$ cat config.mk
export PLATFORM = sky130hd
export DESIGN_NAME = mips_multicycle_ctrl
export DESIGN_NICKNAME = d
export VERILOG_FILES = /design/src/rtl/mips_ctrl_pkg.sv /design/src/rtl/mips_alu_dec.sv /design/src/rtl/mips_multicycle_ctrl.sv
export SDC_FILE = /design/constraint.sdc
export NUM_CORES = 1
export LEC_CHECK = 0
export ABC_AREA = 1
export CAP_MARGIN = 20
export CORE_AREA = 2 2 55 57
export CTS_BUF_LIST = sky130_fd_sc_hd__clkbuf_2
export DETAILED_ROUTE_END_ITERATION = 6
export DIE_AREA = 0 0 57 59
export GPL_TIMING_DRIVEN = 0
export PLACE_DENSITY = 0.79
export SLEW_MARGIN = 20
export SYNTH_ARGS = -nofsm -noshare
export SYNTH_HDL_FRONTEND = slang
export SYNTH_SLANG_ARGS = --single-unit
$ cat constraint.sdc
create_clock -name clk -period 1.7 [get_ports clk]
set_input_delay 0.17 -clock clk [delete_from_list [all_inputs] [get_ports clk]]
set_output_delay 0.17 -clock clk [all_outputs]
set_load 0.02 [all_outputs]
$ cat src/rtl/mips_ctrl_pkg.sv
// -----------------------------------------------------------------------------
// mips_ctrl_pkg
// Shared definitions for the multicycle MIPS control unit:
//   - statetype : 4-bit base state encoding (zero-extended to STATE_W at the top)
//   - opcode / funct field values decoded by the controller
//   - 3-bit ALU control codes driven onto alucontrol
//   - aluop_t   : how the ALU decoder should pick the ALU operation
// Optional feature macro used by the design: MIPS_CTRL_JAL_EN.
// -----------------------------------------------------------------------------
package mips_ctrl_pkg;

  typedef enum logic [3:0] {
    FETCH   = 4'd0,
    DECODE  = 4'd1,
    MEMADR  = 4'd2,
    MEMRD   = 4'd3,
    MEMWB   = 4'd4,
    MEMWR   = 4'd5,
    RTYPE   = 4'd6,
    ALUWB   = 4'd7,
    BRANCH  = 4'd8,
    IMMEX   = 4'd9,
    IMMWB   = 4'd10,
    JUMP    = 4'd11,
    ILLEGAL = 4'd12,
    JAL     = 4'd13
  } statetype;

  // Opcodes (IR[31:26])
  localparam logic [5:0] OP_RTYPE = 6'b000000;
  localparam logic [5:0] OP_LW    = 6'b100011;
  localparam logic [5:0] OP_SW    = 6'b101011;
  localparam logic [5:0] OP_BEQ   = 6'b000100;
  localparam logic [5:0] OP_BNE   = 6'b000101;
  localparam logic [5:0] OP_ADDI  = 6'b001000;
  localparam logic [5:0] OP_ANDI  = 6'b001100;
  localparam logic [5:0] OP_ORI   = 6'b001101;
  localparam logic [5:0] OP_SLTI  = 6'b001010;
  localparam logic [5:0] OP_J     = 6'b000010;
  localparam logic [5:0] OP_JAL   = 6'b000011;

  // R-type funct codes (IR[5:0])
  localparam logic [5:0] F_ADD = 6'b100000;
  localparam logic [5:0] F_SUB = 6'b100010;
  localparam logic [5:0] F_AND = 6'b100100;
  localparam logic [5:0] F_OR  = 6'b100101;
  localparam logic [5:0] F_XOR = 6'b100110;
  localparam logic [5:0] F_NOR = 6'b100111;
  localparam logic [5:0] F_SLT = 6'b101010;

  // ALU control codes
  localparam logic [2:0] ALUC_AND = 3'b000;
  localparam logic [2:0] ALUC_OR  = 3'b001;
  localparam logic [2:0] ALUC_ADD = 3'b010;
  localparam logic [2:0] ALUC_XOR = 3'b011;
  localparam logic [2:0] ALUC_NOR = 3'b100;
  localparam logic [2:0] ALUC_SUB = 3'b110;
  localparam logic [2:0] ALUC_SLT = 3'b111;

  typedef enum logic [1:0] {
    ALU_ADD   = 2'd0,
    ALU_SUB   = 2'd1,
    ALU_FUNCT = 2'd2,
    ALU_IMM   = 2'd3
  } aluop_t;

endpackage

$ cat src/rtl/mips_alu_dec.sv
// -----------------------------------------------------------------------------
// mips_alu_dec
// Combinational ALU decoder for the multicycle MIPS controller.
// Ports:
//   aluop      in  aluop_t  operation class requested by the FSM
//   funct      in  6        IR[5:0], used when aluop = ALU_FUNCT
//   opcode     in  6        IR[31:26], used when aluop = ALU_IMM
//   alucontrol out 3        ALU control code
//   imm_zext   out 1        zero-extend the immediate (andi/ori)
//   funct_ok   out 1        funct is one of the supported R-type operations
// -----------------------------------------------------------------------------
module mips_alu_dec
  import mips_ctrl_pkg::*;
(
  input  aluop_t      aluop,
  input  logic [5:0]  funct,
  input  logic [5:0]  opcode,
  output logic [2:0]  alucontrol,
  output logic        imm_zext,
  output logic        funct_ok
);

  logic [2:0] funct_code;
  logic [2:0] imm_code;
  logic       imm_is_logical;

  // Funct decode is computed unconditionally so the FSM can reject an
  // unsupported R-type instruction while it is in RTYPE.
  // NOTE: every output of a combinational block gets a default before the
  // case statement; a path that leaves one unassigned would infer a latch.
  always_comb begin
    funct_code = ALUC_ADD;
    funct_ok   = 1'b1;
    case (funct)
      F_ADD:   funct_code = ALUC_ADD;
      F_SUB:   funct_code = ALUC_SUB;
      F_AND:   funct_code = ALUC_AND;
      F_OR:    funct_code = ALUC_OR;
      F_XOR:   funct_code = ALUC_XOR;
      F_NOR:   funct_code = ALUC_NOR;
      F_SLT:   funct_code = ALUC_SLT;
      default: funct_ok   = 1'b0;
    endcase
  end

  always_comb begin
    imm_code       = ALUC_ADD;
    imm_is_logical = 1'b0;
    case (opcode)
      OP_ADDI: imm_code = ALUC_ADD;
      OP_ANDI: begin
        imm_code       = ALUC_AND;
        imm_is_logical = 1'b1;
      end
      OP_ORI: begin
        imm_code       = ALUC_OR;
        imm_is_logical = 1'b1;
      end
      OP_SLTI: imm_code = ALUC_SLT;
      default: imm_code = ALUC_ADD;
    endcase
  end

  always_comb begin
    alucontrol = ALUC_ADD;
    imm_zext   = 1'b0;
    case (aluop)
      ALU_ADD:   alucontrol = ALUC_ADD;
      ALU_SUB:   alucontrol = ALUC_SUB;
      ALU_FUNCT: alucontrol = funct_code;
      ALU_IMM: begin
        alucontrol = imm_code;
        imm_zext   = imm_is_logical;
      end
      default:   alucontrol = ALUC_ADD;
    endcase
  end

endmodule

$ cat src/rtl/mips_multicycle_ctrl.sv
// -----------------------------------------------------------------------------
// mips_multicycle_ctrl
// Moore-style control FSM for a shared-memory multicycle MIPS datapath with a
// variable-latency memory handshake (mem_ready), immediate ALU ops, beq/bne,
// j, and an illegal-instruction trap with a saturating counter.
// Optional feature: define MIPS_CTRL_JAL_EN to add the JAL state (13).
// Parameters: STATE_W (>=4), ALUCTL_W (>=3), ILL_CNT_W.
// Ports:
//   clk, reset (async, active-high)
//   opcode, funct       instruction fields from IR
//   zero                ALU zero flag (branch qualification)
//   mem_ready           memory completes the current access this cycle
//   state_o             current state, zero-extended to STATE_W
//   iord, alusrca, alusrcb, alucontrol, imm_zext, regdst, memtoreg, pcsrc
//                       datapath mux selects / ALU control
//   irwrite, memwrite, regwrite, pcen
//                       datapath enables, forced low while reset is high
//   illegal, ill_count  trap pulse and saturating trap counter
// -----------------------------------------------------------------------------
module mips_multicycle_ctrl
  import mips_ctrl_pkg::*;
#(
  parameter int STATE_W   = 5,
  parameter int ALUCTL_W  = 3,
  parameter int ILL_CNT_W = 8
) (
  input  logic                 clk,
  input  logic                 reset,
  input  logic [5:0]           opcode,
  input  logic [5:0]           funct,
  input  logic                 zero,
  input  logic                 mem_ready,
  output logic [STATE_W-1:0]   state_o,
  output logic                 iord,
  output logic                 alusrca,
  output logic [1:0]           alusrcb,
  output logic [ALUCTL_W-1:0]  alucontrol,
  output logic                 imm_zext,
  output logic                 irwrite,
  output logic                 memwrite,
  output logic                 regwrite,
  output logic [1:0]           regdst,
  output logic [1:0]           memtoreg,
  output logic [1:0]           pcsrc,
  output logic                 pcen,
  output logic                 illegal,
  output logic [ILL_CNT_W-1:0] ill_count
);

  statetype   state, next_state;
  aluop_t     aluop;
  logic [2:0] alu_code;
  logic       funct_ok;
  logic       pcwrite, branch, is_bne;
  logic       irwrite_s, memwrite_s, regwrite_s, illegal_s;

  mips_alu_dec u_alu_dec (
    .aluop      (aluop),
    .funct      (funct),
    .opcode     (opcode),
    .alucontrol (alu_code),
    .imm_zext   (imm_zext),
    .funct_ok   (funct_ok)
  );

  // NOTE: state is updated with non-blocking assignments so every flop
  // samples the pre-edge value of its inputs regardless of block ordering.
  always_ff @(posedge clk or posedge reset) begin
    if (reset) state <= FETCH;
    else       state <= next_state;
  end

  always_ff @(posedge clk or posedge reset) begin
    if (reset) begin
      ill_count <= '0;
    end else if (state == ILLEGAL && ill_count != '1) begin
      ill_count <= ill_count + ILL_CNT_W'(1);
    end
  end

  always_comb begin
    next_state = FETCH;
    iord       = 1'b0;
    alusrca    = 1'b0;
    alusrcb    = 2'd0;
    aluop      = ALU_ADD;
    regdst     = 2'd0;
    memtoreg   = 2'd0;
    pcsrc      = 2'd0;
    irwrite_s  = 1'b0;
    memwrite_s = 1'b0;
    regwrite_s = 1'b0;
    pcwrite    = 1'b0;
    branch     = 1'b0;
    illegal_s  = 1'b0;

    case (state)
      FETCH: begin
        alusrcb    = 2'd1;
        irwrite_s  = mem_ready;
        pcwrite    = mem_ready;
        next_state = mem_ready ? DECODE : FETCH;
      end
      DECODE: begin
        alusrcb = 2'd3;
        case (opcode)
          OP_RTYPE:                          next_state = RTYPE;
          OP_LW, OP_SW:                      next_state = MEMADR;
          OP_BEQ, OP_BNE:                    next_state = BRANCH;
          OP_ADDI, OP_ANDI, OP_ORI, OP_SLTI: next_state = IMMEX;
          OP_J:                              next_state = JUMP;
`ifdef MIPS_CTRL_JAL_EN
          OP_JAL:                            next_state = JAL;
`else
          OP_JAL:                            next_state = ILLEGAL;
`endif
          default:                           next_state = ILLEGAL;
        endcase
      end
      MEMADR: begin
        alusrca    = 1'b1;
        alusrcb    = 2'd2;
        next_state = (opcode == OP_LW) ? MEMRD : MEMWR;
      end
      MEMRD: begin
        iord       = 1'b1;
        next_state = mem_ready ? MEMWB : MEMRD;
      end
      MEMWB: begin
        memtoreg   = 2'd1;
        regwrite_s = 1'b1;
        next_state = FETCH;
      end
      MEMWR: begin
        // The write strobe stays up for the whole access; memory latches it
        // on the cycle it raises mem_ready.
        iord       = 1'b1;
        memwrite_s = 1'b1;
        next_state = mem_ready ? FETCH : MEMWR;
      end
      RTYPE: begin
        alusrca    = 1'b1;
        aluop      = ALU_FUNCT;
        next_state = funct_ok ? ALUWB : ILLEGAL;
      end
      ALUWB: begin
        regdst     = 2'd1;
        regwrite_s = 1'b1;
        next_state = FETCH;
      end
      BRANCH: begin
        alusrca    = 1'b1;
        aluop      = ALU_SUB;
        pcsrc      = 2'd1;
        branch     = 1'b1;
        next_state = FETCH;
      end
      IMMEX: begin
        alusrca    = 1'b1;
        alusrcb    = 2'd2;
        aluop      = ALU_IMM;
        next_state = IMMWB;
      end
      IMMWB: begin
        regwrite_s = 1'b1;
        next_state = FETCH;
      end
      JUMP: begin
        pcsrc      = 2'd2;
        pcwrite    = 1'b1;
        next_state = FETCH;
      end
      ILLEGAL: begin
        illegal_s  = 1'b1;
        next_state = FETCH;
      end
`ifdef MIPS_CTRL_JAL_EN
      JAL: begin
        regdst     = 2'd2;
        memtoreg   = 2'd2;
        regwrite_s = 1'b1;
        pcsrc      = 2'd2;
        pcwrite    = 1'b1;
        next_state = FETCH;
      end
`endif
      default: next_state = FETCH;
    endcase
  end

  // bne takes the branch when the operands differ, i.e. when zero is low.
  assign is_bne = (opcode == OP_BNE);

  // Reset forces the state to FETCH asynchronously, but FETCH enables follow
  // mem_ready combinationally, so the enables are also masked by reset itself.
  assign irwrite  = irwrite_s  & ~reset;
  assign memwrite = memwrite_s & ~reset;
  assign regwrite = regwrite_s & ~reset;
  assign illegal  = illegal_s  & ~reset;
  assign pcen     = (pcwrite | (branch & (zero ^ is_bne))) & ~reset;

  assign state_o    = STATE_W'(state);
  assign alucontrol = ALUCTL_W'(alu_code);

endmodule

==> results.md <==
- Status: complete, but fails checks
- Violated checks: setup timing
- Synth Area in Compound Gates: 11.5%
- Vias/cell: 5.12
- Tcrit/Tclk final: 102%
- Crit path DAT: ~1.6 ns
- Met2 wire length: ~1.7 mm
- Cts bufs inserted: 3
- Combinational Power Share: between 60% and 70%
- Hold Crit Class: in -> async
- Most common cell after layout, fill and taps aside: nand2_1
- Mapped Cells: between 150 and 200
- Final setup margin: -0.0413 ns
- Max Used Layer: met4
- Placed Cells: ~270
- MaxCap Viol Count: 0
- Origin of the critical flop-to-flop path: ill_count[0]$_DFFE_PP0P_
- Sequential-to-total area share from yosys stat: 25.6%
- Port Buffers: 44
- Vias in the first global route: roughly 1200
- HPWL after DPL: 2.45 mm
- Multi-input logic area: 817 sq um
- Yosys top cell by area: dfrtp_1
- Share of layout cells above drive strength 1: 31.0%
- PwrDens: 1040 nW/um^2
- Final Hold Vio Count: 0
- CTS H-tree lvls: 1
- Sw frac: between 40% and 50%
- Met1 WL: between 1.5 and 2 mm
- Flop pwr share: between 20% and 30%
- Post-Route WL: 3.52 mm
- CP most frequent cell: nor2_4
- Initial antenna violation count: 0
- Commonest non-fill, non-tap cells in the layout: nand2_1, clkdlybuf4s50_1, inv_1, nor2_1, buf_4
- Largest family of logic cells by synthesized area: simple AND/OR/NAND/NOR gates
- Cell chain of the critical path: nor2_4, inv_2, nor2_4, nand3_2, o21ai_1, inv_1, a21oi_2, buf_4
- Cell Area, Synth: ~1200 sq um
- Sequential cell area: 304 sq um
- Maximum vdd ir drop: 753 uV
- Largest stage delay on the critical path: ~0.49 ns
- Setup TNS: -0.0413 ns
- Die Height: 59 um
- Filler cell count: between 200 and 250
- Synth Area in Simple Gates: 44.0%
- Worst EP required: 1.53 ns
- Largest net degree at the start of global routing: 14
- Final Non-Filler Cells: approximately 290
- Crit-path max FO: 5
- Metal3 WL: 220 um
- Clk slew on worst S/H paths: about 0.12 ns
- CTS tree: done
- DR DRC count: 0
- First-pass DRT Iterations: 4
- Final min period: 1.74 ns
- CP Depth: 8
- Adder-Cell Fraction of Synth Area: 1.07%
- Worst Setup Path Type: reg -> out
- Core Region: 2710 sq um
- CP Buf/Inv Count: 3
- Worst skew pair latency: 0.27 ns
- WL/cell: 12.3 um
- Diode count: 0
- Final setup fails: 2
- Crit path launch: state[3]$_DFF_PP0_
- Max stage delay cell, worst path: dfrtp_2
- Syn. warnings: 0
- Seq cells post-synth: 12
- Clock root buffer: clkbuf_2
- Highest clock rate: ~570 MHz
- Starting DRT DRC Count: 42
- Post-synthesis mux area share: 0%
- Synth Area in XOR/XNOR: around 3.7%
- RSZ-0062 raised after global routing: yes
- Psw: approximately 0.00094 W
- Clock share of power: 7.8%
- Clock Skews: ~0.0058 ns
- # IOs: 48
- Row count: 19
- GP Congestion: 0.848
- Global-route wire length before repair: 5.10 mm
- Chip width: 57 um
- Total grt overflow: 0
- Top cell type's share of synthesized area: between 20 and 30%
- Mean Syn Cell Area: 6.11 sq um
- Antenna-violating nets left: 0
- Initial Util: 43.3%
- Nets: 273
- Via Count: approximately 1500
- Crit path launch type: flop
- Clock Tree Buf Depth: 2
- Pre-CTS worst setup slack: -0.498 ns
- Clk sinks: 12
- Die area: 3360 sq um
- Endpoint class of the critical path: output pin
- Max-slew violation count: 0
- Top cells by area, synth: dfrtp_1, nand2_1, inv_1
- Area Growth Syn to Fin: 56.7%
- Leak Pwr: ~0.91 nW
- Yosys cell types: 28
- Crit-path leading delay family: flip-flops
- Int Pwr: 0.000962 W
- GRT Total Usage: a little under a fifth
- R2R depth: 8
[through the flow]
step / hold WS [ns] / utilization, % / area [sq um] / total power (W)
2_1_floorplan: 0.0428 / - / 1180 / 0.00106
5_1_grt: 0.437 / 67.9 / 1840 / 0.00201
3_5_place_dp: 0.531 / 61.3 / 1660 / 0.00150
4_1_cts: 0.364 / 63.2 / 1710 / 0.00168
3_3_place_gp: 0.521 / 61.3 / 1660 / 0.00149
6_report: 0.395 / 67.9 / 1840 / 0.00191
[sequential cells by signal, summed over array words and instances, names as in the netlist]
name       flops
ill_count      8
state          4
[worst register-to-register path, cell delays in order, from the launching register on]
cell	delay [ns]
dfrtp_1	0.44
ha_1	0.20
inv_1	0.07
nor2_1	0.18
nand2_1	0.09
nand2_2	0.14
inv_2	0.11
nand2_1	0.08
o21ai_1	0.06
[path summary, 6_finish.rpt]
| check | slack (ns) | end |
|---|---|---|
| min in group clk | 0.56 | ill_count[2]$_DFFE_PP0P_ |
| worst max-delay path | -0.04 | pcen |
| worst min register to register | 0.56 | ill_count[2]$_DFFE_PP0P_ |
| worst max register to register | 0.22 | ill_count[5]$_DFFE_PP0P_ |
| max in group asynchronous | 0.94 | state[3]$_DFF_PP0_ |
| worst min-delay path | 0.40 | state[0]$_DFF_PP0_ |
[cells by family (layout without fill, tap and decap cells)]
group | count (synthesis) | count (layout)
AND/OR/NAND/NOR | 110 | 110
buffers and inverters | 40 | 101
AO/OA/AOI/OAI | 23 | 23
flip-flops | 12 | 12
XOR/XNOR | 5 | 5
adder cells (fa/ha/maj) | 1 | 1
other | 1 | 3
[synth_stat cells]
cell type and count:
nor4_1 1, nand3_1 18, inv_1 28, xor2_1 4
o31ai_1 1, o211ai_1 1, conb_1 1, o22ai_1 1
a21oi_1 4, o21ai_0 6, a21boi_2 1, ha_1 1
o21ai_2 1, nor3_2 1, nor2_2 5, nor2_4 4
o2111ai_1 1, nand2_1 41, nor3_1 2, inv_2 9
buf_4 3, nand2_2 3, nor2_1 28, dfrtp_1 12
o21ai_1 7, nand4_1 5, nand3b_1 2, xnor2_1 1
[power by group through the flow]
| stage | clock, W | sequential (W) | combinational [W] |
|---|---|---|---|
| after global routing | 0.000170 | 0.000464 | 0.00138 |
| final | 0.000149 | 0.000459 | 0.00130 |
| after global placement | 0 | 0.000450 | 0.00104 |
| after detailed placement | 0 | 0.000451 | 0.00105 |
| after CTS | 0.000150 | 0.000441 | 0.00109 |
| after floorplan | 0 | 0.000510 | 0.000547 |
[layer usage]
layer  vias up  track usage (%)
met4         0             3.32
met5         -                0
met2        66             32.3
met3         8             4.80
met1       662             24.7
li1        727                -
[layout make-up]
| cell class | instances | area share, % |
|---|---|---|
| plain buffers | 3 | 1.22 |
| clock buffers | 3 | 0.816 |
| clock inverters | 1 | 0.204 |
| inverters | 37 | 7.69 |
| multi-input cells | 142 | 44.4 |
| flip-flops and latches | 12 | 16.5 |
| well taps | 31 | 2.11 |
| repair buffers | 57 | 27.0 |
[what timing repair did]
action | CTS | global route
pin swaps | 0 | 9
gates resized for setup | 54 | 45
hold buffers | 0 | 0
setup endpoints to repair | 17 | 15
buffers inserted | 6 | 7
(Power assumes the default switching activity.)
